--- src/rtl/fetch_queue_stage.sv ---
// Instruction fetch stage: owns the PC, requests words from the I-cache
// and queues them in a small in-order FIFO for the IF/ID latch.
module fetch_queue_stage #(
  parameter logic [31:0] PC_INIT = 32'h0000_0000,
  parameter int          QDEPTH  = 2
) (
  input  logic        CLK,
  input  logic        RST,
  input  logic        ihit,
  input  logic [31:0] iload,
  output logic        iREN,
  output logic [31:0] iaddr,
  input  logic        redirect,
  input  logic [31:0] redirect_pc,
  input  logic        halt,
  input  logic        id_ready,
  output logic        instr_valid,
  output logic [31:0] instr,
  output logic [31:0] instr_pc,
  output logic [31:0] instr_npc,
  output logic [31:0] fetch_cnt
);

  localparam int PW = $clog2(QDEPTH);
  localparam int CW = PW + 1;
  localparam logic [CW-1:0] FULL = CW'(QDEPTH);

  typedef enum logic {RUN, HALTED} state_t;

  state_t        state;
  state_t        state_nx;
  logic [31:0]   pc;
  logic [PW-1:0] rd_ptr;
  logic [PW-1:0] wr_ptr;
  logic [CW-1:0] count;
  logic [31:0]   q_instr [QDEPTH];
  logic [31:0]   q_pc    [QDEPTH];
  logic          halted;
  logic          push;
  logic          pop;
  logic          flush;

  always_ff @(posedge CLK or posedge RST) begin
    if (RST) state <= RUN;
    else     state <= state_nx;
  end

  // Halt is sticky: only reset leaves HALTED.
  always_comb begin
    state_nx = state;
    halted   = 1'b0;
    unique case (state)
      RUN:     if (halt) state_nx = HALTED;
      HALTED:  halted = 1'b1;
      default: state_nx = RUN;
    endcase
  end

  assign flush = redirect | halt;

  always_comb begin
    iREN = !RST && !halted && !redirect
        && (count < FULL);
    instr_valid = (count != '0) && !redirect
               && !halted;
    push = iREN && ihit && !halt;
    pop  = instr_valid && id_ready;
  end

  assign iaddr     = pc;
  assign instr     = q_instr[rd_ptr];
  assign instr_pc  = q_pc[rd_ptr];
  assign instr_npc = instr_pc + 32'd4;

  // Slots are cleared on reset so the stale head reads as zero.
  always_ff @(posedge CLK or posedge RST) begin
    if (RST) begin
      pc        <= PC_INIT;
      rd_ptr    <= '0;
      wr_ptr    <= '0;
      count     <= '0;
      fetch_cnt <= '0;
      for (int i = 0; i < QDEPTH; i++) begin
        q_instr[i] <= '0;
        q_pc[i]    <= '0;
      end
    end else begin
      if (pop) fetch_cnt <= fetch_cnt + 32'd1;
      if (flush) begin
        rd_ptr <= '0;
        wr_ptr <= '0;
        count  <= '0;
        if (redirect) pc <= redirect_pc;
      end else begin
        if (push) begin
          q_instr[wr_ptr] <= iload;
          q_pc[wr_ptr]    <= pc;
          wr_ptr          <= wr_ptr + PW'(1);
          pc              <= pc + 32'd4;
        end
        if (pop) rd_ptr <= rd_ptr + PW'(1);
        if (push && !pop)
          count <= count + CW'(1);
        else if (pop && !push)
          count <= count - CW'(1);
      end
    end
  end

endmodule
--- config.mk ---
export PLATFORM = sky130hd
export DESIGN_NAME = fetch_queue_stage
export DESIGN_NICKNAME = d
export VERILOG_FILES = /design/src/rtl/fetch_queue_stage.sv
export SDC_FILE = /design/constraint.sdc
export NUM_CORES = 1
export LEC_CHECK = 0
export CAP_MARGIN = 20
export CORE_MARGIN = 2
export CORE_UTILIZATION = 26
export CTS_BUF_LIST = sky130_fd_sc_hd__clkbuf_4
export CTS_CLUSTER_SIZE = 16
export DETAILED_ROUTE_END_ITERATION = 12
export PLACE_DENSITY = 0.49
export REMOVE_ABC_BUFFERS = 1
export SYNTH_ARGS = -nofsm -noshare
export SYNTH_HDL_FRONTEND = slang
export SYNTH_SLANG_ARGS = --single-unit
--- constraint.sdc ---
create_clock -name CLK -period 10.9 [get_ports CLK]
set_input_delay 2.18 -clock CLK [delete_from_list [all_inputs] [get_ports CLK]]
set_output_delay 2.18 -clock CLK [all_outputs]
set_load 0.05 [all_outputs]
==> Word level (Yosys, flattened, before mapping) <==
Cells that the tools add are included.
{ "op_classes": {"add_sub_neg": 7, "order_cmp": 4, "n_eq_ne": 1, "muxes": 23, "bitwise_logic": 4, "n_reduce_logical": 23} }
{ "ops": {"columns": ["op", "count"], "rows": [
  ["32-bit 2-to-1 mux", 10],
  ["64-bit bitwise mux", 2],
  ["32-bit by 3-bit adder with 32-bit output (second input constant)", 2],
  ["32-bit by 1-bit adder with 32-bit output (second input constant)", 1],
  ["32-bit demux with 1-bit select", 1],
  ["1-bit logical AND", 11],
  ["1-bit 2-to-1 mux", 7],
  ["1-bit zero test", 6],
  ["2-bit 2-to-1 mux", 3],
  ["2-bit nonzero test", 3],
  ["2-bit >= comparator (second input constant)", 2],
  ["1-bit NOT with 2-bit output", 2],
  ["2-bit AND reduction", 2],
  ["3-bit nonzero test", 1],
  ["1-bit adder (second input constant)", 2],
  ["2-bit by 1-bit adder with 2-bit output (second input constant)", 1],
  ["2-bit by 1-bit < comparator with 1-bit output (second input constant)", 1],
  ["2-bit < comparator (second input constant)", 1],
  ["2-bit != test (second input constant)", 1],
  ["2-bit by 1-bit subtractor with 2-bit output (second input constant)", 1],
  ["1-bit NOT", 1],
  ["1-bit OR", 1]
]} }
{ "totals": {"regBits": 197, "input_bits": 70} }

==> Longest topological paths before layout <==
Gate-level depths: netlist of run 1.
{ "depth": {"ltp_word": 12, "depth_mapped": 15, "ltp_nobuf": 8} }

==> Least setup slack after synthesis of run 1 <==
OpenSTA, ideal clock, no wires.
{ "synth_timing": {"path_kind": "register to output", "startpoint": "register rd_ptr", "endpoint": "output instr_npc[30]", "arrival_time_ns": 4.826, "path_slack_ns": 3.894, "path_stages_with_launch": 16, "path_buffers": 7, "path_cell_list": "dfrtp_1 -> buf_2 -> buf_2 -> buf_2 -> buf_2 -> buf_1 -> buf_2 -> mux2i_1 -> inv_1 -> ha_1 -> inv_1 -> a211oi_1 -> and3_1 -> buf_2 -> nor3b_1 -> xor2_1"} }
{ "synth_via": {"elab_chain_cells": 5} }
{ "synth_lines": {"columns": ["element", "line_no", "rtl"], "rows": [
  ["start: declaration", "33", "logic [PW-1:0] rd_ptr;"],
  ["start signal: assignment", "101", "if (pop) rd_ptr <= rd_ptr + PW'(1);"],
  ["1-bit NOT with 2-bit output (implied by the code)", "72", "assign instr_pc = q_pc[rd_ptr];"],
  ["32-bit 2-to-1 mux (implied by the code) (3 in series)", "72", null],
  ["net instr_pc[2]", "19", "output logic [31:0] instr_pc,"],
  ["32-bit by 3-bit adder with 32-bit output", "73", "assign instr_npc = instr_pc + 32'd4;"],
  ["end: declaration", "20", "output logic [31:0] instr_npc,"]
]} }
The timed path passes the listed nets, and every way through them passes these cells. The select of a mux whose other input is x is not followed.

==> Worst setup path after layout of run 1 <==
{ "layout_timing": {"startpoint": "register rd_ptr", "endpoint": "output instr_npc[31]"} }
{ "layout_via": {"elab_chain_cells": 5} }
{ "layout_lines": {"columns": ["element", "line_no"], "rows": [
  ["1-bit NOT with 2-bit output (implied by the code)", "72"],
  ["32-bit 2-to-1 mux (implied by the code) (3 in series)", "72"],
  ["32-bit by 3-bit adder with 32-bit output", "73"]
]} }
Every way passes these cells. The select of a mux whose other input is x is not followed.

==> results of run 1 <==
-- worst paths after layout --
path | start | to | slack, ns
worst min register to register | fetch_cnt[11] | fetch_cnt[11] | 0.50
worst min-delay path | fetch_cnt[11] | fetch_cnt[11] | 0.50
worst max register to register | state | q_pc[57] | 7.60
min in group asynchronous | RST | fetch_cnt[19] | 2.00
worst max-delay path | rd_ptr | instr_npc[31] | 4.12
max in group asynchronous | RST | rd_ptr | 7.68
-- area by class of cell --
class,count,area share [%]
Sequential cell,197,38.22
Antenna cell,3,0.05816
Multi-Input combinational cell,559,35.67
Clock inverter,14,1.028
Clock buffer,18,1.047
Timing Repair Buffer,239,18.50
Inverter,16,0.5235
Tap cell,511,4.953
-- through the flow --
step | hold slack, ns | cell area, um2 | util [%]
2_1_floorplan | 0.4541 | 9587 | -
3_3_place_gp | 0.4665 | 12600 | 33.62
3_5_place_dp | 0.4624 | 12600 | 33.62
4_1_cts | 0.4959 | 12870 | 34.34
5_1_grt | 0.5173 | 12910 | 34.43
6_report | 0.4986 | 12910 | 34.43
-- cells in the mapped netlist, types with 4 or more instances --
cell and count:
clkbuf_1 12, o21ai_0 17, inv_1 15, and2_1 7
nand2b_1 4, nand4b_1 4, mux2_2 186, xnor2_1 52
and4_1 6, nor2_1 23, nand2_1 60, nand4_1 24
and3_1 14, mux2_1 4, nand3b_1 6, a221oi_1 4
xor2_1 21, dfrtp_1 197, buf_2 13, buf_6 7
or2_2 6, nor2b_1 4, nor3_1 12, a22oi_1 6
buf_4 8, a211oi_1 7, a311oi_1 7, nand3_1 37
-- registers in the layout, indices dropped and copies added, names as in the netlist --
| name | flops |
|---|---|
| count | 2 |
| fetch_cnt | 32 |
| iaddr | 32 |
| q_instr | 64 |
| q_pc | 64 |
| rd_ptr | 1 |
| state | 1 |
| wr_ptr | 1 |
-- power breakdown --
group,switching (mW),total (mW),internal (mW)
clock,0.263,0.400,0.137
combinational,0.127,0.206,0.0793
sequential,0.0265,0.775,0.749
total,0.417,1.38,0.965
-- layer usage --
metal | track usage (%) | part of all wire (%) | vias to the layer above
met1 | 20.94 | 47 | 3539
met3 | 3.459 | 4.9 | 19
li1 | - | - | 3358
met4 | 4.008 | 1.5 | 2
met5 | 0 | 0.056 | -
met2 | 23.56 | 46 | 180
-- kinds of logic (layout without fill, tap and decap cells) --
kind of cell,after synthesis,count (layout),synth area share (%)
compound gates,59,59,4.411
simple gates,231,231,13.37
xor+xnor,73,73,6.496
fa+ha+maj,3,3,0.3814
flops,197,197,50.08
other cells,0,3,0
buf+inv,58,287,3.216
mux,193,193,22.04
-- worst max-delay path: stages, from the launching register on --
cell	delay, ns
dfrtp_4	0.85
buf_4	0.64
nand3_1	0.14
a22oi_1	0.34
nand3_1	0.33
nor4b_1	0.62
xor2_1	0.20
clkdlybuf4s50_1	0.82
==> out/qor.txt, run 1 <==
CTS tree: built
via/cell ratio: 4.559
Worst Skew: 0.04337 ns
DP Wirelength: 20.43 mm
most common cell after layout, fill and taps aside: clkdlybuf4s50_1
Worst-Margin Slew: 0.8251 ns
largest area contributor in the netlist: dfrtp_1
share of layout cells above drive strength 1: 23.87%
global-route wire length before repair: 45.00 mm
Inst Count DP: 1521
synthesized instance count: 814
Hold Crit Class: flop to flop
Final Hold Vio Count: 0
initial antenna violation count: 4
Crit Path Max Fanout: 49
Worst setup EP type: output pin
CTS sink cnt: 197
fillcell total: 3827
# IOs: 232
Num CTS Buffers: 17
YS warnings: 0
grt total ovfl: 0
number of H-tree levels: 4
power density cells: 107.1 nW/um2
Layout Nets: 1103
die area: 39430 um2
Seq/Total Area, Yosys: 50.08%
Final Max Tran Viols: 0
Setup crit start kind: flop
# port buffers: 231
# DRC: 0
most frequent cells in the layout: clkdlybuf4s50_1, dfrtp_1, mux2_2
fmax: 147.5 MHz
Post-CTS Setup Repair Bufs: 0
routed vias: 7098
slew margin rel.: 44.50%
FP Rows: 71
FF/Latch Area: 4933 um2
Min Clock Period, post-route: 6.781 ns
Bufs on Longest Clock Path: 2
pin count of the biggest net entering global routing: 143
Yosys reg bits: 197
Fin Setup TNS: 0 ns
Post-Syn Area: 9843 um2
Worst-path clk slew: 0.18 ns
Post-synth EDFFs: 0
Core ar.: 37490 um2
hold buffers post-CTS: 0
Unique masters post-synth: 59
post-route insts no fill: 1557
VDD IR-drop max: 0.00005484 V
unrepaired setup endpoints after global routing: false
final setup vio count: 0
die height: 198.6 um
Avg Inst Size Synth: 12.09 um2
asr flop ratio synth: 100.0%
drt pass-1 iters: 7
Setup CP Type: flop to output pin
crit share post-route: 62.21%
status: finished, final reports clean
initial drt markers: 239
Initial Utilization: 26.26%
maxcap violations: 0
worst slack, placed: 4.682 ns
leak pwr: 5.641 nW
R2R depth: 5
Clock Latency Late Sink: 0.62 ns
top cell type's share of synthesized area: 50.08%
Routed Antenna Nets: 0
area of the multi-input gates: 4604 um2
DR WL/cell: 18.51 um
Hold Path Depth: 1
top cells by area, synth: dfrtp_1, mux2_2, xnor2_1, nand2_1, nand3_1
WP data required: 8.72 ns
ys flop type: dfrtp_1
Design Power: 1.382 mW
slack of the critical path: 4.119 ns
post-CTS sizing: 0
CP Data Arrival Time: 4.60 ns
RePlAce Congestion: 0.7391
GRT Overall Usage: 15.07%
die width: 198.6 um
Root Driver: clkbuf_4
Syn-to-layout area delta: 31.13%
number of global-route vias before repair: 7352
WL final: 28.82 mm
(Power assumes the default switching activity.)
==> inputs of run 2 (changes only) <==
Clock period 10.9 ns to 7 ns, I/O delays scaled along.
==> out/qor.txt, run 2 (same netlist as run 1, synthesis figures left out) <==
most used routing layer: met2
Routed Antenna Nets: 0
pin count of the biggest net entering global routing: 124
# port buffers: 231
die area: 39430 um2
Layout Nets: 1104
Psw: 666.4 uW
most frequent cells in the layout: clkdlybuf4s50_1, dfrtp_1, mux2_2
crit share post-route: 82.77%
global-route wire length before repair: 43.99 mm
GR Util met2: 22.61%
DR WL/cell: 18.30 um
DP Wirelength: 20.22 mm
share of layout cells above drive strength 1: 24.04%
CP Data Arrival Time: 4.39 ns
Setup crit start kind: flop
leak pwr: 5.675 nW
maxcap violations: 0
area of the multi-input gates: 4604 um2
drt pass-1 iters: 4
Worst Skew: 0.03154 ns
# IOs: 232
routed vias: 7112
grt total ovfl: 0
design internal power: 1.616 mW
Initial Utilization: 26.26%
Setup CP Type: flop to output pin
initial antenna violation count: 5
worst hold margin: 0.4921 ns
clock power share: 33.0%
slew margin rel.: 28.19%
GRT met3 Usage: 3.188%
via/cell ratio: 4.562
fin util: 34.64%
FP Rows: 71
status: finished, final reports clean
Worst-Margin Slew: 1.077 ns
power density cells: 175.8 nW/um2
Clock Latency Late Sink: 0.63 ns
initial drt markers: 275
Worst setup EP type: output pin
Critical Path Max Stage Delay: 0.82 ns
die width: 198.6 um
Finished Cell Area: 12990 um2
RePlAce Congestion: 0.7466
GRT Overall Usage: 14.74%
Fin Setup TNS: 0 ns
WP data required: 5.60 ns
VDD IR-drop max: 0.00009342 V
Crit Path Max Fanout: 31
Net Sw Frac: 29.19%
CTS sink cnt: 197
Worst path slowest cell: clkdlybuf4s50_1
sequential group share of total power: 52.9%
FF/Latch Area: 4933 um2
die height: 198.6 um
Final Max Tran Viols: 0
Min Clock Period, post-route: 5.794 ns
unrepaired setup endpoints after global routing: false
CTS tree: built
final setup vio count: 0
Bufs on Longest Clock Path: 2
WL final: 28.54 mm
most common cell after layout, fill and taps aside: clkdlybuf4s50_1
# DRC: 0
combinational share of power: 14.0%
number of H-tree levels: 4
post-CTS sizing: 0
Final Hold Vio Count: 0
Core ar.: 37490 um2
CP top delay family: simple AND/OR/NAND/NOR gates
Inst Count DP: 1523
Root Driver: clkbuf_4
M1 GR Usage: 20.44%
CP Cell Sequence: mux2_2 > a21boi_0 > nand3_1 > nor4b_1 > xor2_1 > clkdlybuf4s50_1
buffers and inverters on the worst path: 1
Post-DP Area: 12620 um2
fillcell total: 3792
Post-CTS Setup Repair Bufs: 0
Hold Crit Class: flop to flop
Largest regs: q_instr x64, q_pc x64
hold buffers post-CTS: 0
fmax: 172.6 MHz
Num CTS Buffers: 17
Worst-path clk slew: 0.16 ns
number of global-route vias before repair: 7324
post-route insts no fill: 1559
Syn-to-layout area delta: 31.94%
-- run 2: cell types whose count changed in the layout (fill, tap and decap cells not counted), sizes merged --
cell    before  now
buf          9   10
diode        3    4
clkinv      10    6
inv         17   18
bufinv       2    5
-- run 2: path summary, 6_finish.rpt --
| check | to | cells after the start | slack, ns | start |
|---|---|---|---|---|
| setup / recovery | instr_npc[31] | 6 | 1.21 | rd_ptr |
| hold / removal | fetch_cnt[31] | 1 | 0.49 | fetch_cnt[31] |
| setup reg to reg | q_instr[52] | 5 | 3.69 | state |
| hold reg to reg | fetch_cnt[31] | 1 | 0.49 | fetch_cnt[31] |
| max in group asynchronous | iaddr[19] | 3 | 4.45 | RST |
| min in group asynchronous | fetch_cnt[9] | 2 | 1.37 | RST |
-- run 2: final cells by class --
type,instances,area share (%)
diodes,4,0.07707
clock buffers,18,1.040
clock inverters,14,1.715
inverters,16,0.5202
multi-input cells,559,35.45
flip-flops and latches,197,37.99
well taps,511,4.923
repair buffers,240,18.29
-- run 2: worst register-to-register path, stage by stage (launching register included) --
cell     delay (ns)
dfrtp_1        0.49
or4b_4         0.65
or2_1          0.47
nor2_8         0.68
buf_4          0.51
mux2_2         0.40
-- run 2: through the flow --
step | worst slack [ns] | power, mW
6_report | 1.206 | 2.283
5_1_grt | 0.8833 | 2.391
4_1_cts | 1.033 | 2.330
3_5_place_dp | 1.824 | 1.554
3_3_place_gp | 1.864 | 1.554
2_1_floorplan | 0.03802 | 1.401
-- run 2: power by group through the flow --
stage               sequential (mW)  clock, mW  combinational, mW
finish                         1.21      0.754              0.320
global route                   1.21      0.834              0.342
global placement               1.23          0              0.325
floorplan                      1.27          0              0.127
CTS                            1.21      0.795              0.327
detailed placement             1.23          0              0.325
-- run 2: per-layer routing --
metal,part of all wire (%),routed length [um],vias to the layer above
met5,0.046,13,-
met4,1.8,516,2
met3,4.7,1341,24
met2,45,12900,158
met1,48,13770,3567
li1,-,-,3361
==> inputs of run 3 (changes only) <==
Clock period 7 ns to 6.1 ns, I/O delays scaled along.
==> out/qor.txt, run 3 (same netlist as run 1, synthesis figures left out) <==
Largest regs: q_instr x64, q_pc x64
CP Data Arrival Time: 4.31 ns
RePlAce Congestion: 0.7408
initial drt markers: 312
CTS sink cnt: 197
Post-DP Area: 12640 um2
slew margin rel.: 37.13%
DR WL/cell: 18.54 um
CTS tree: built
Worst-Margin Slew: 0.9431 ns
post-CTS sizing: 0
post-route insts no fill: 1561
VDD IR-drop max: 0.0001348 V
most common cell after layout, fill and taps aside: clkdlybuf4s50_1
Final Hold Vio Count: 0
Hold Path Depth: 1
WP data required: 4.88 ns
Worst Hold Launch: fetch_cnt[31]
number of H-tree levels: 4
Root Driver: clkbuf_4
routed vias: 7142
Crit Path Max Fanout: 25
Finished Cell Area: 12970 um2
final setup vio count: 0
reg2reg start: state
GRT Overall Usage: 14.83%
R2R depth: 5
die area: 39430 um2
Clock Latency Late Sink: 0.64 ns
share of layout cells above drive strength 1: 24.19%
Layout Nets: 1106
WL final: 28.94 mm
Syn-to-layout area delta: 31.82%
FP Rows: 71
leak pwr: 5.663 nW
fin util: 34.61%
Routed Antenna Nets: 0
grt total ovfl: 0
Initial Utilization: 26.26%
Bufs on Longest Clock Path: 2
Final Max Tran Viols: 0
Min Clock Period, post-route: 5.528 ns
crit share post-route: 90.63%
# DRC: 0
slack of the critical path: 0.5717 ns
Worst setup EP type: output pin
via/cell ratio: 4.575
Hold Crit Class: flop to flop
Inst Count DP: 1524
drt pass-1 iters: 4
Post-CTS Setup Repair Bufs: 0
die width: 198.6 um
Critical Path Max Stage Delay: 0.81 ns
number of global-route vias before repair: 7249
Setup crit start kind: flop
die height: 198.6 um
initial antenna violation count: 6
Setup CP Type: flop to output pin
Num CTS Buffers: 17
DP Wirelength: 20.64 mm
global-route wire length before repair: 43.70 mm
most frequent cells in the layout: clkdlybuf4s50_1, dfrtp_1, mux2_2
Worst Skew: 0.03041 ns
end point of the critical path: instr_npc[31]
status: finished, final reports clean
fmax: 180.9 MHz
CP Launch Point: rd_ptr
# IOs: 232
# port buffers: 231
maxcap violations: 0
pin count of the biggest net entering global routing: 125
worst slack, placed: 1.206 ns
RR Endpoint: q_pc[47]
unrepaired setup endpoints after global routing: false
Core ar.: 37490 um2
register-to-register setup slack: 3.09 ns
Worst-path clk slew: 0.18 ns
CP Cell Sequence: mux2_2 > a21boi_0 > nand3_1 > nor4b_1 > xor2_1 > clkdlybuf4s50_1
power density cells: 194.2 nW/um2
Worst path slowest cell: clkdlybuf4s50_1
hold buffers post-CTS: 0
-- run 3: how the worst min path moves through the flow --
stage,slack [ns],endpoint
CTS,0.50,fetch_cnt[31]
detailed placement,0.46,fetch_cnt[31]
floorplan,0.45,q_instr[46]
global placement,0.47,fetch_cnt[31]
finish,0.49,fetch_cnt[31]
global route,0.51,fetch_cnt[31]
-- run 3: cell type report --
class                      instances  area (um2)
clock buffer                      17       127.6
tap                              511       639.4
multi-input combinational        559        4604
fill                            3825       24510
sequential                       197        4933
clock inverter                    15       170.2
inverter                          16       67.56
antenna                            4       10.01
timing repair buffer             242        2422
-- run 3: worst max-delay path, delay by kind of cell (launching register included) --
family	cells	cell delay, ns
flip-flops	1	0.66
AO/OA/AOI/OAI	1	0.68
multiplexers	1	0.32
XOR/XNOR	1	0.18
buffers and inverters	1	0.81
AND/OR/NAND/NOR	2	1.01
-- run 3: through the flow --
stage	TNS [ns]	hold WS [ns]	total power, mW
final	0	0.4880	2.520
after global routing	0	0.5074	2.644
after floorplan	-102.12	0.4541	1.608
after global placement	0	0.4651	1.782
after detailed placement	0	0.4625	1.784
after CTS	0	0.4954	2.571
-- run 3: where the power goes --
part | internal (mW) | switching, mW
clock network | 0.254 | 0.512
registers | 1.34 | 0.0491
logic | 0.140 | 0.227
total | 1.73 | 0.788
-- run 3: layer usage --
layer,routed length [um],GRT usage [%],up-vias
met5,30,0,-
met4,641,5.777,4
met3,1440,3.747,29
met2,13200,23.19,164
met1,13630,19.65,3586
li1,-,-,3359
